==> config.mk <==
export PLATFORM = sky130hd
export DESIGN_NAME = alu_sequencer_flat
export DESIGN_NICKNAME = d
export VERILOG_FILES = /design/src/rtl/alu_sequencer_if.sv /design/src/rtl/alu_sequencer.sv /design/src/flat_wrapper.sv
export SDC_FILE = /design/constraint.sdc
export NUM_CORES = 1
export LEC_CHECK = 0
export BUFFER_PORTS_ARGS = -buffer_cell sky130_fd_sc_hd__buf_4
export CAP_MARGIN = 10
export CORE_MARGIN = 2
export CORE_UTILIZATION = 50
export DETAILED_ROUTE_END_ITERATION = 10
export PLACE_DENSITY = 0.74
export SLEW_MARGIN = 30
export SYNTH_ARGS = -nofsm -noshare
export SYNTH_HDL_FRONTEND = slang
export SYNTH_SLANG_ARGS = --single-unit
==> constraint.sdc <==
create_clock -name clk -period 1.98 [get_ports clk]
set_input_delay 0.396 -clock clk [delete_from_list [all_inputs] [get_ports clk]]
set_output_delay 0.396 -clock clk [all_outputs]
set_load 0.005 [all_outputs]
==> src/rtl/alu_sequencer_if.sv <==
// rtl/alu_sequencer_if.sv - request handshake and datapath strobe bundle for alu_sequencer
interface alu_sequencer_if;
    logic       req_valid;
    logic       req_ready;
    logic [4:0] op;
    logic       b_zero;
    logic [4:0] ALU_ctrl;
    logic       Yin;
    logic       Zin;
    logic       Zlowout;
    logic       Zhighout;
    logic       Rin;
    logic       LOin;
    logic       HIin;
    logic       busy;
    logic       done;
    logic       err;

    modport slave (
        input  req_valid, op, b_zero,
        output req_ready, ALU_ctrl, Yin, Zin, Zlowout, Zhighout,
               Rin, LOin, HIin, busy, done, err
    );

    modport master (
        output req_valid, op, b_zero,
        input  req_ready, ALU_ctrl, Yin, Zin, Zlowout, Zhighout,
               Rin, LOin, HIin, busy, done, err
    );
endinterface

==> src/rtl/alu_sequencer.sv <==
// rtl/alu_sequencer.sv - multi-cycle ALU operation sequencer driving datapath strobes
module alu_sequencer #(
    parameter int MUL_CYCLES = 4,
    parameter int DIV_CYCLES = 8
) (
    input  logic           clk,
    input  logic           clr,
    alu_sequencer_if.slave bus
);
    localparam logic [4:0] OP_MUL = 5'd2;
    localparam logic [4:0] OP_DIV = 5'd3;
    localparam logic [4:0] OP_MAX = 5'd11;

    typedef enum logic [2:0] {
        IDLE, LOAD_Y, EXEC, WAIT, WB_LO, WB_HI, DONE
    } state_t;

    state_t     state;
    logic [7:0] cnt;
    logic [4:0] op_q;
    logic [7:0] phase_len;
    logic       is_md;
    logic       div_zero;

    always_comb begin
        phase_len = 8'd1;
        if (op_q == OP_MUL)
            phase_len = 8'(MUL_CYCLES);
        else if (op_q == OP_DIV)
            phase_len = 8'(DIV_CYCLES);
    end

    assign is_md         = (op_q == OP_MUL) || (op_q == OP_DIV);
    assign div_zero      = (op_q == OP_DIV) && bus.b_zero;
    assign bus.req_ready = (state == IDLE) && !clr;

    always_ff @(posedge clk or posedge clr) begin
        if (clr) begin
            state        <= IDLE;
            cnt          <= 8'd0;
            op_q         <= 5'd0;
            bus.ALU_ctrl <= 5'd0;
            bus.Yin      <= 1'b0;
            bus.Zin      <= 1'b0;
            bus.Zlowout  <= 1'b0;
            bus.Zhighout <= 1'b0;
            bus.Rin      <= 1'b0;
            bus.LOin     <= 1'b0;
            bus.HIin     <= 1'b0;
            bus.busy     <= 1'b0;
            bus.done     <= 1'b0;
            bus.err      <= 1'b0;
        end else begin
            case (state)
                IDLE: begin
                    if (bus.req_valid) begin
                        op_q     <= bus.op;
                        bus.busy <= 1'b1;
                        if (bus.op > OP_MAX) begin
                            bus.err  <= 1'b1;
                            bus.done <= 1'b1;
                            state    <= DONE;
                        end else begin
                            bus.err <= 1'b0;
                            bus.Yin <= 1'b1;
                            state   <= LOAD_Y;
                        end
                    end
                end
                LOAD_Y: begin
                    bus.Yin      <= 1'b0;
                    bus.ALU_ctrl <= op_q;
                    cnt          <= phase_len - 8'd1;
                    // A one-cycle phase makes EXEC itself the final compute cycle.
                    bus.Zin      <= (phase_len == 8'd1) && !div_zero;
                    state        <= EXEC;
                end
                EXEC, WAIT: begin
                    if (state == EXEC && div_zero) begin
                        bus.err  <= 1'b1;
                        bus.Zin  <= 1'b0;
                        bus.done <= 1'b1;
                        state    <= DONE;
                    end else if (cnt == 8'd0) begin
                        bus.Zin     <= 1'b0;
                        bus.Zlowout <= 1'b1;
                        bus.LOin    <= is_md;
                        bus.Rin     <= !is_md;
                        state       <= WB_LO;
                    end else begin
                        cnt     <= cnt - 8'd1;
                        bus.Zin <= (cnt == 8'd1);
                        state   <= WAIT;
                    end
                end
                WB_LO: begin
                    bus.Zlowout <= 1'b0;
                    bus.LOin    <= 1'b0;
                    bus.Rin     <= 1'b0;
                    if (is_md) begin
                        bus.Zhighout <= 1'b1;
                        bus.HIin     <= 1'b1;
                        state        <= WB_HI;
                    end else begin
                        bus.done <= 1'b1;
                        state    <= DONE;
                    end
                end
                WB_HI: begin
                    bus.Zhighout <= 1'b0;
                    bus.HIin     <= 1'b0;
                    bus.done     <= 1'b1;
                    state        <= DONE;
                end
                DONE: begin
                    bus.done <= 1'b0;
                    bus.busy <= 1'b0;
                    state    <= IDLE;
                end
                default: state <= IDLE;
            endcase
        end
    end
endmodule

==> src/flat_wrapper.sv <==
// flat-port wrapper written by rule: the top's interface ports become plain ports
module alu_sequencer_flat 
#(
    parameter int MUL_CYCLES = 4,
    parameter int DIV_CYCLES = 8
)
  (clk, clr, bus_req_valid, bus_op, bus_b_zero, bus_req_ready, bus_ALU_ctrl, bus_Yin, bus_Zin, bus_Zlowout, bus_Zhighout, bus_Rin, bus_LOin, bus_HIin, bus_busy, bus_done, bus_err);
  alu_sequencer_if bus_i ();
  input  logic clk;
  input  logic clr;
  input wire logic [$bits(bus_i.req_valid)-1:0] bus_req_valid;
  input wire logic [$bits(bus_i.op)-1:0] bus_op;
  input wire logic [$bits(bus_i.b_zero)-1:0] bus_b_zero;
  output wire logic [$bits(bus_i.req_ready)-1:0] bus_req_ready;
  output wire logic [$bits(bus_i.ALU_ctrl)-1:0] bus_ALU_ctrl;
  output wire logic [$bits(bus_i.Yin)-1:0] bus_Yin;
  output wire logic [$bits(bus_i.Zin)-1:0] bus_Zin;
  output wire logic [$bits(bus_i.Zlowout)-1:0] bus_Zlowout;
  output wire logic [$bits(bus_i.Zhighout)-1:0] bus_Zhighout;
  output wire logic [$bits(bus_i.Rin)-1:0] bus_Rin;
  output wire logic [$bits(bus_i.LOin)-1:0] bus_LOin;
  output wire logic [$bits(bus_i.HIin)-1:0] bus_HIin;
  output wire logic [$bits(bus_i.busy)-1:0] bus_busy;
  output wire logic [$bits(bus_i.done)-1:0] bus_done;
  output wire logic [$bits(bus_i.err)-1:0] bus_err;
  assign bus_i.req_valid = bus_req_valid;
  assign bus_i.op = bus_op;
  assign bus_i.b_zero = bus_b_zero;
  assign bus_req_ready = bus_i.req_ready;
  assign bus_ALU_ctrl = bus_i.ALU_ctrl;
  assign bus_Yin = bus_i.Yin;
  assign bus_Zin = bus_i.Zin;
  assign bus_Zlowout = bus_i.Zlowout;
  assign bus_Zhighout = bus_i.Zhighout;
  assign bus_Rin = bus_i.Rin;
  assign bus_LOin = bus_i.LOin;
  assign bus_HIin = bus_i.HIin;
  assign bus_busy = bus_i.busy;
  assign bus_done = bus_i.done;
  assign bus_err = bus_i.err;
  alu_sequencer #(.MUL_CYCLES(MUL_CYCLES), .DIV_CYCLES(DIV_CYCLES)) u_core (.clk(clk), .clr(clr), .bus(bus_i));
endmodule
==> impl_metrics.json <==
{
  "wl_um": 3850,
  "p_leak_nw": 0.916,
  "drive_gt1_share_pct": 25.1,
  "port_buffers": 24,
  "htreeDepth": 2,
  "initial_core_util_pct": 52.4,
  "peakVddDrop_uv": 785,
  "fin_area_um2": 1980,
  "placed_area_um2": 1890,
  "syn_inst": 171,
  "syn2layout_area_growth_pct": 23.8,
  "rsz0062_at_grt": "false",
  "critPathArrivalTime_ns": 2.17,
  "drcViolationCount": 0,
  "cts_buffers": 5,
  "critical_path.cell_chain": "inv_2 > ha_1 > or3b_1 > or3_1 > o31a_1 > o21a_1",
  "ys_warn_count": 0,
  "synth_top_cell_by_area": "dfrtp_1",
  "final_common_cell": "buf_4",
  "synthArstFlopShare_pct": 100,
  "skew_ns": 0.00770,
  "setup_violations": 0,
  "diodes": 0,
  "cts_resized": 0,
  "post-route-worst-setup-slack_ns": 0.0395,
  "critPathMaxFanout": 4,
  "die_w_um": 60.6,
  "pre_cts_ws_ns": 0.0393,
  "gp_congestion": 0.901,
  "fin_cells": 251,
  "yosys_most_used_dff": "dfrtp_1",
  "hold_viol_final": 0,
  "synth_top_area_share_pct": 46.9,
  "cp-end-kind": "register",
  "syn_area_um2": 1600,
  "min_period_over_period_pct": 98.0,
  "clk_pin_slew_worst_paths_ns": 0.10,
  "critPathKind": "register to register",
  "critPathRequiredTime_ns": 2.21,
  "syn_nets": 182,
  "maxCapViolations": 0,
  "power.density_nw_per_um2": 1700,
  "synth_seq_area_share_pct": 46.9,
  "ant_nets": 0,
  "syn_avg_cell_area_um2": 9.36,
  "critical_path_buf_inv_count": 1,
  "status": "complete, no violations",
  "final_util_pct": 64.9,
  "tightestPinTransition_ns": 0.484,
  "fmaxAchievable_ghz": 0.515,
  "grt_pass1_vias": 1394,
  "fin_tns_setup_ns": 0,
  "postCtsSetupRepairBufs": 0,
  "clockBufferDepth": 2,
  "placed_cells": 243,
  "clock_sinks": 30,
  "grt_usage_pct": 23.6,
  "drtPass1Iterations": 4,
  "ys_ff_latch": 30,
  "synth_area_leaders": "dfrtp_1 (47%), nand2_1 (5.2%), a21oi_1 (4.7%)",
  "row_count": 20,
  "clkLatencyLatePin_ns": 0.34,
  "die_y_um": 60.6,
  "grt_max_degree": 31,
  "grt_pass1_wl_um": 6380,
  "slowest_delay_ns": 0.41,
  "holdCritPathClass": "input port to async pin",
  "dieArea_um2": 3670,
  "most-common-layout-cells": "buf_4 (38), dfrtp_1 (30), nand2_1 (22)",
  "drt-initial-drc-count": 136,
  "whs_ns": 0.140,
  "power.total_mw": 3.36,
  "detail_route.wl_per_cell_um": 15.3,
  "hold_buffers": 0,
  "synth_cell_types": 50,
  "clock-root-buffer": "clkbuf_4",
  "critPathLaunchType": "register",
  "cts_tree": "done",
  "synth_edf_count": 0,
  "hpwl_um": 2820,
  "vias": 1453,
  "antenna_found_initial": 0,
  "crit_family": "simple AND/OR/NAND/NOR gates",
  "pin_count": 25,
  "layout.nets": 217,
  "slowest_stage": "dfrtp_1",
  "core_area_um2": 3050,
  "min_period_ns": 1.94,
  "viasPerCell": 5.79,
  "timing.slew.headroom_pct": 67.7,
  "num-fill-cells": 277,
  "grt_remaining_overflow": 0,
  "drv_slew": 0
}
-- Yosys cell counts (2+ instances only) --
cell	instances
dfrtp_1	30
clkbuf_1	7
o31ai_1	4
nand2_1	22
o21ai_0	6
a21oi_1	15
or4_1	3
ha_1	2
a31oi_1	4
or3_1	4
nor2_1	17
inv_1	5
o21a_1	2
o21ai_1	5
nand3_1	3
a21boi_1	2
nor4_1	2
and3_1	2
mux2_1	5
-- state kept, by name, indices dropped and copies added (netlist names) --
name / flops
u_core.bus.ALU_ctrl: 5
u_core.bus.HIin: 1
u_core.bus.LOin: 1
u_core.bus.Rin: 1
u_core.bus.Yin: 1
u_core.bus.Zin: 1
u_core.bus.Zlowout: 1
u_core.bus.busy: 1
u_core.bus.done: 1
u_core.bus.err: 1
u_core.cnt: 8
u_core.op_q: 5
u_core.state: 3
-- metal layers --
metal / track usage (%) / share of wire [%] / up-vias
met3: 4.48 / 3.5 / 9
met2: 40.1 / 53 / 28
met1: 29.2 / 42 / 715
li1: - / - / 701
met5: 0 / 0 / -
met4: 10.6 / 1.9 / 0
-- layout make-up --
| type | instances | area [µm²] | area share, % |
|---|---|---|---|
| flip-flops and latches | 30 | 751 | 37.9 |
| well taps | 44 | 55.1 | 2.78 |
| inverters | 6 | 22.5 | 1.14 |
| clock inverters | 3 | 40.0 | 2.02 |
| repair buffers | 38 | 285 | 14.4 |
| multi-input cells | 125 | 790 | 39.9 |
| clock buffers | 5 | 37.5 | 1.90 |
-- power by group --
part	switching (mW)	leakage (nW)	total, mW	internal (mW)
registers	0.233	0.372	1.12	0.891
logic	0.938	0.499	1.75	0.813
clock network	0.225	0.0450	0.486	0.261
total	1.40	0.916	3.36	1.97
-- worst reg2reg max path: cells and delay by family, from the launching register on --
kind | cells | cell delay [ns]
fa+ha+maj | 1 | 0.16
compound gates | 2 | 0.43
buf+inv | 1 | 0.09
simple gates | 2 | 0.74
flops | 1 | 0.41
-- kinds of logic (layout without fill, tap and decap cells) --
logic type                 after synthesis  count (layout)  share of synthesized area (%)
adders and majority gates                2               2                           1.56
buffers and inverters                   16              52                           4.53
muxes                                    6               6                           4.14
and+or+nand+nor                         65              65                           21.0
AOI/OAI and AO/OA                       52              52                           21.8
DFF                                     30              30                           46.9
-- worst paths after layout --
kind / start / to / slack (ns) / cells after the start
max: u_core.cnt[1]$_DFFE_PP0P_ / u_core.cnt[6]$_DFFE_PP0P_ / 0.04 / 6
min: clr / u_core.bus.done$_DFFE_PP0P_ / 0.14 / 3
max reg2reg: u_core.cnt[1]$_DFFE_PP0P_ / u_core.cnt[6]$_DFFE_PP0P_ / 0.04 / 6
min reg2reg: u_core.bus.ALU_ctrl[0]$_DFFE_PP0N_ / u_core.bus.ALU_ctrl[0]$_DFFE_PP0N_ / 0.48 / 2
max in group asynchronous: clr / u_core.cnt[4]$_DFFE_PP0P_ / 1.55 / 3
min in group clk: bus_op[0] / u_core.op_q[0]$_DFFE_PP0P_ / 0.28 / 2
Power figures use the tool's default switching activity.
